## src/rtl/decoder_onehot_pipe.sv

```systemverilog
// Registered binary-to-onehot decoder with a 2-entry output FIFO and valid/ready on both sides.
// Out-of-range indices decode to all-zeros with a per-beat err flag and a sticky status bit.
module decoder_onehot_pipe #(
  parameter int NUM_BITS     = 11,
  parameter int LOG_NUM_BITS = (NUM_BITS > 1) ? $clog2(NUM_BITS) : 1
) (
  input  logic                    clk,
  input  logic                    rst,
  input  logic                    i__valid,
  input  logic [LOG_NUM_BITS-1:0] i__encode,
  output logic                    o__ready,
  output logic                    o__valid,
  output logic [NUM_BITS-1:0]     o__onehot,
  output logic                    o__err,
  input  logic                    i__ready,
  output logic                    o__err_sticky,
  input  logic                    i__err_clear
);

  typedef struct packed {
    logic                err;
    logic [NUM_BITS-1:0] onehot;
  } entry_t;

  entry_t       dec;
  entry_t [1:0] buf_q, buf_d;
  logic   [1:0] cnt_q, cnt_d;
  logic         sticky_q, sticky_d;
  logic         push, pop, wptr;

  // Indices past NUM_BITS match no bit, so err falls out of the decode itself.
  always_comb begin
    dec = '0;
    for (int i = 0; i < NUM_BITS; i++)
      dec.onehot[i] = (i__encode == LOG_NUM_BITS'(i));
    dec.err = ~|dec.onehot;
  end

  assign o__ready      = (cnt_q != 2'd2);
  assign o__valid      = |cnt_q;
  assign o__onehot     = buf_q[0].onehot;
  assign o__err        = buf_q[0].err;
  assign o__err_sticky = sticky_q;

  assign push = i__valid & o__ready;
  assign pop  = o__valid & i__ready;
  // Slot for the new beat: slot 1 only when one entry stays resident.
  assign wptr = cnt_q[0] & ~pop;

  // Unused slots are kept zero so an empty buffer presents onehot=0, err=0.
  always_comb begin
    buf_d    = buf_q;
    cnt_d    = cnt_q + {1'b0, push} - {1'b0, pop};
    sticky_d = sticky_q;
    if (pop) begin
      buf_d[0] = buf_q[1];
      buf_d[1] = '0;
    end
    if (push) buf_d[wptr] = dec;
    if (i__err_clear)      sticky_d = 1'b0;
    if (push && dec.err)   sticky_d = 1'b1;
  end

  always_ff @(posedge clk) begin
    if (rst) begin
      buf_q    <= '0;
      cnt_q    <= '0;
      sticky_q <= 1'b0;
    end else begin
      buf_q    <= buf_d;
      cnt_q    <= cnt_d;
      sticky_q <= sticky_d;
    end
  end

endmodule

```

## config.mk

```make
export PLATFORM = sky130hd
export DESIGN_NAME = decoder_onehot_pipe
export DESIGN_NICKNAME = d
export VERILOG_FILES = /design/src/rtl/decoder_onehot_pipe.sv
export SDC_FILE = /design/constraint.sdc
export NUM_CORES = 1
export LEC_CHECK = 0
export BUFFER_PORTS_ARGS = -buffer_cell sky130_fd_sc_hd__buf_4
export CORE_MARGIN = 1
export CORE_UTILIZATION = 54
export DETAILED_ROUTE_END_ITERATION = 10
export PLACE_DENSITY_LB_ADDON = 0.15
export SLEW_MARGIN = 20
export SYNTH_ARGS = -nofsm -noshare
export SYNTH_HDL_FRONTEND = slang
export SYNTH_SLANG_ARGS = --single-unit
export TNS_END_PERCENT = 5
```

## constraint.sdc

```tcl
create_clock -name clk -period 2.3 [get_ports clk]
set_input_delay 0.46 -clock clk [delete_from_list [all_inputs] [get_ports clk]]
set_output_delay 0.46 -clock clk [all_outputs]
set_load 0.005 [all_outputs]
```

==> out/metrics.csv, run 1 <==
metric,value,unit
# DRC,0,
CP Class,reg2out,
Critical Path Fanout Max,14,
Post-DP HPWL,1.870,mm
layout cells sized above 1,18.34,%
P&R area growth vs syn,7.045,%
Worst path slowest cell,dfxtp_1,
syn_nets,176,
via count,1163,
Final Power,1.372,mW
CORE AREA,2297,µm²
Max Cap Viol,0,
CTS tree,yes,
Die H,52.33,µm
status,"complete, no violations",
GP Congestion,0.8422,
Cells after Synth,165,
largest net degree at the start of global routing,28,
Slew headroom,64.56,%
fin area,1464,µm²
gr usage total,22.12,%
most frequent cells in the layout,"27 x dfxtp_1, 26 x nand2_1, 25 x buf_4, 24 x nand3_1, 13 x a21oi_1",
placed inst area,1434,µm²
Clock Path Buffers,2,
crit path from,cnt_q[0],
HP Start,i__err_clear,
Syn. warnings,0,
port bufs,23,
post-synth cell types,27,
nets,181,
Post-DRT Antenna Nets,0,
via/cell ratio,5.904,
number of global-route vias before repair,957,
clk root buf,clkbuf_4,
hold_ws,0.3729,ns
start of the worst register-to-register path,cnt_q[0],
CTS buffer count,3,
initial drt markers,26,
total negative slack,0,ns
io pins,24,
global-route wire length before repair,4.443,mm
final period utilization,80.96,%
syn avg cell area,8.288,µm²
Detailed Route WL,2.763,mm
worst slew pin tran,0.5305,ns
row cnt,17,
Tmin final,1.862,ns
count of cells resized by post-cts repair,0,
Worst EP required,1.84,ns
"most common cell after layout, fill and taps aside",dfxtp_1,
fin cells,197,
number of hold buffers added after cts,0,
Placed Cells,193,
Max VDD drop,0.7253,mV
post-CTS setup buffers,0,
initial antenna violation count,0,
WL/cell,14.03,µm
f_max,537.1,MHz
Setup crit start kind,flop,
clk_skew,0.008037,ns
"Hold Vio Cnt, Final",0,
Clock Latency Late Sink,0.34,ns
Pins Over Slew Limit,0,
CP max stage delay,0.47,ns
1st-pass router iterations,4,
PwrDens,937.3,nW/µm²
RSZ-0062 raised after global routing,no,
grt total ovfl,0,
"FF+latch count, synth",27,
sequential share of the synthesized area,39.52,%
Static Leak,0.5364,nW
number of diodes,0,
DIE AREA,2738,µm²
CP Capture Type,output port,
"Setup violations, final",0,
die width,52.33,µm
Min-Delay Path Class,in2reg,
clk slew on worst S/H paths,0.15,ns
H-tree depth,1,
mapped cell area,1368,µm²
Clock Sink Count,27,
initial core utilization,59.53,%
Critical Path AT,1.40,ns
crit-path cells,or2_1 > buf_4,
registers in the layout (all words and copies together), names as in the netlist:
signal         flops
cnt_q              2
o__err_sticky      1
o__err             1
buf_q             12
o__onehot         11
final cells by class:
class / count / area, µm²
inverter: 3 / 11.26
clock buffer: 3 / 22.52
fill: 207 / 833.3
clock inverter: 1 / 7.507
multi-input combinational: 110 / 659.4
timing repair buffer: 25 / 187.7
sequential: 27 / 540.5
tap: 28 / 35.03
metal layers:
layer	routed length, µm	vias up	track usage [%]
li1	-	596	-
met1	1321	520	29.77
met2	1248	42	34.60
met3	168	5	5.797
met4	25	0	6.140
met5	0	-	0
synthesized netlist by cell type:
master / count / area share (%)
nand3b_1: 1 / 0.55
clkbuf_1: 6 / 1.6
ha_1: 2 / 1.8
nand3_1: 24 / 8.8
nor2_1: 3 / 0.82
dfxtp_1: 27 / 40
nand4_1: 1 / 0.46
a311oi_1: 11 / 7.0
buf_4: 12 / 6.6
nand2_1: 26 / 7.1
a311oi_2: 1 / 1.1
nor3_1: 1 / 0.37
buf_1: 3 / 0.82
xor2_1: 1 / 0.64
and2_1: 2 / 0.91
nor2b_1: 5 / 2.3
inv_1: 3 / 0.82
and3b_1: 1 / 0.64
buf_2: 2 / 0.73
or2b_1: 1 / 0.55
o21ai_2: 1 / 0.64
a21o_1: 2 / 1.1
a21oi_1: 13 / 4.8
a221oi_1: 12 / 7.7
or2_1: 1 / 0.46
nand2b_1: 1 / 0.46
buf_6: 2 / 1.6
final timing paths:
check	cells after the start	slack, ns	end
min	3	0.37	o__err_sticky
max reg2reg	8	0.63	cnt_q[1]
min reg2reg	2	0.48	buf_q[15]
max	2	0.44	o__valid
per-stage QoR:
stage | util [%] | setup slack, ns
after floorplan | - | 0.5376
after global placement | 62.42 | 0.6486
after detailed placement | 62.42 | 0.6043
after CTS | 63.73 | 0.4509
after global routing | 63.73 | 0.3637
final | 63.73 | 0.4380
worst max-delay path: cells and delay by family (launching register included):
kind	cells	cell delay [ns]
DFF	1	0.47
and+or+nand+nor	1	0.41
buffers and inverters	1	0.19
logic make-up after synthesis:
group / Yosys count / synth area share (%)
buf+inv: 28 / 12.26
xor+xnor: 1 / 0.6406
compound gates: 40 / 22.32
simple gates: 67 / 23.42
flops: 27 / 39.52
fa+ha+maj: 2 / 1.830
power by group:
| part | total [mW] | internal [mW] | switching (mW) |
|---|---|---|---|
| registers | 0.599 | 0.545 | 0.0539 |
| logic | 0.557 | 0.248 | 0.309 |
| clock network | 0.216 | 0.0667 | 0.150 |
| total | 1.37 | 0.859 | 0.513 |
No activity file was read; power rests on OpenSTA's default activity.
==> inputs of run 2 (changes only) <==
- CORE_UTILIZATION: 54 -> 49
- clock period: 2.3 -> 1.55 ns (I/O delays scaled with it)
==> run 2 against run 1 <==
The flow now finishes with violations (negative setup slack). Clock power increased by 46%. Via count up 8.3%. Die area increased by 9.8%. Worst setup slack got worse by 0.52 ns. Final area is 8.4% higher. Register-to-register slack worse by 0.71 ns. Utilization is 1.9 points lower. Combinational power up 90%. Non-clock buffer count grew 10. Critical path type is now reg2reg. Critical endpoint is now cnt_q[1]. Largest cell class unchanged. Largest power group is now combinational logic.
==> out/metrics.csv, run 2 (synthesis results as in run 1) <==
metric,value,unit
worst slew pin tran,0.4385,ns
row cnt,18,
Clock Latency Late Sink,0.33,ns
WL/cell,14.86,µm
final period utilization,105.1,%
1st-pass router iterations,4,
register area,548.0,µm²
gr usage total,24.34,%
Post-DP HPWL,2.266,mm
largest net degree at the start of global routing,28,
port bufs,23,
Worst EP required,1.78,ns
number of flip-flops in the largest register,12,
number of diodes,0,
"Core Util, Final",61.79,%
Slew headroom,70.71,%
Die H,54.83,µm
setup ws final,-0.07897,ns
Pins Over Slew Limit,0,
nets,191,
Top reg by flops,buf_q,
status,"complete, but fails checks",
global-route wire length before repair,5.168,mm
"Setup violations, final",3,
CTS buffer count,3,
initial antenna violation count,0,
initial core utilization,53.27,%
fillers,258,
io pins,24,
number of hold buffers added after cts,0,
Min-Delay Path Class,in2reg,
Clock Sink Count,27,
most frequent cells in the layout,"34 x buf_4, 26 x nand2_1, 25 x dfxtp_1, 24 x nand3_1, 13 x a21oi_1",
# DRC,0,
number of global-route vias before repair,1148,
PwrDens,1443,nW/µm²
initial drt markers,28,
Max Cap Viol,0,
grt total ovfl,0,
die width,54.83,µm
clk_skew,0.001628,ns
area taken by multi-input logic gates,684.4,µm²
H-tree depth,1,
Static Leak,0.5898,nW
clk root buf,clkbuf_4,
"most common cell after layout, fill and taps aside",buf_4,
CP top delay family,simple AND/OR/NAND/NOR gates,
via count,1260,
Worst path slowest cell,dfxtp_4,
Setup crit start kind,flop,
crit-path cells,or2b_1 > nand2_1 > ha_1 > inv_1 > ha_2 > xor2_2 > and2_4 > nor3_2,
Max VDD drop,0.9105,mV
DIE AREA,3006,µm²
Bufs and invs on worst path,1,
CTS tree,yes,
failing checks,negative setup slack,
Post-DRT Antenna Nets,0,
P&R area growth vs syn,16.01,%
CP max stage delay,0.40,ns
GP Congestion,0.8199,
Tmin final,1.629,ns
Critical Path Fanout Max,5,
clk slew on worst S/H paths,0.15,ns
f_max,613.9,MHz
via/cell ratio,6.029,
"Hold Vio Cnt, Final",0,
post-CTS setup buffers,0,
Clock Path Buffers,2,
Critical Path AT,1.86,ns
CP Class,reg2reg,
layout cells sized above 1,26.82,%
CORE AREA,2567,µm²
total negative slack,-0.1540,ns
RSZ-0062 raised after global routing,yes,
hold_ws,0.2203,ns
CP Capture Type,flop,
Detailed Route WL,3.106,mm
run 2: cell count changes in the layout (fill, tap and decap cells not counted), sizes merged:
cell	before	now
buf	25	35
run 2: path summary, 6_finish.rpt:
kind | endpoint | from | cells past startpoint | slack, ns
max reg2reg | cnt_q[1] | cnt_q[1] | 8 | -0.08
min reg2reg | buf_q[20] | buf_q[20] | 2 | 0.48
max | cnt_q[1] | cnt_q[1] | 8 | -0.08
min | o__err_sticky | i__err_clear | 3 | 0.22
run 2: area by class of cell:
cell class | instances | share of cell area (%)
clock inverter | 1 | 0.4732
clock buffer | 3 | 1.420
timing repair buffer | 35 | 17.35
multi-input combinational | 110 | 43.14
inverter | 3 | 0.7098
tap | 30 | 2.366
sequential | 27 | 34.54
run 2: power by group:
| part | total [mW] | internal [mW] | switching [mW] |
|---|---|---|---|
| Sequential | 0.910 | 0.822 | 0.0877 |
| Clock | 0.316 | 0.0989 | 0.217 |
| Combinational | 1.06 | 0.527 | 0.537 |
run 2: stage by stage:
step,setup WS [ns],std cells,instance area [µm²],power [mW]
after global placement,-0.02409,205,1533,1.912
after global routing,-0.1804,209,1587,2.451
final,-0.07897,209,1587,2.290
after CTS,-0.08021,209,1569,2.284
after floorplan,-0.1210,165,1383,1.626
after detailed placement,-0.1298,205,1533,1.952
run 2: metal layers:
metal	routed length (µm)	vias up	share of wire, %	global-route usage [%]
li1	-	617	-	-
met1	1321	601	43	30.94
met2	1575	36	51	39.96
met3	174	6	5.6	4.722
met4	35	0	1.1	9.402
met5	0	-	0	0
run 2: what timing repair did:
action                     4_1_cts  5_1_grt
gates resized for setup          3        4
pin swaps                        1        2
setup endpoints to repair        3        3
run 2: worst min-delay path, delay by kind of cell:
family | cells | cell delay, ns
and+or+nand+nor | 1 | 0.08
AOI/OAI and AO/OA | 1 | 0.06
buffers and inverters | 1 | 0.07
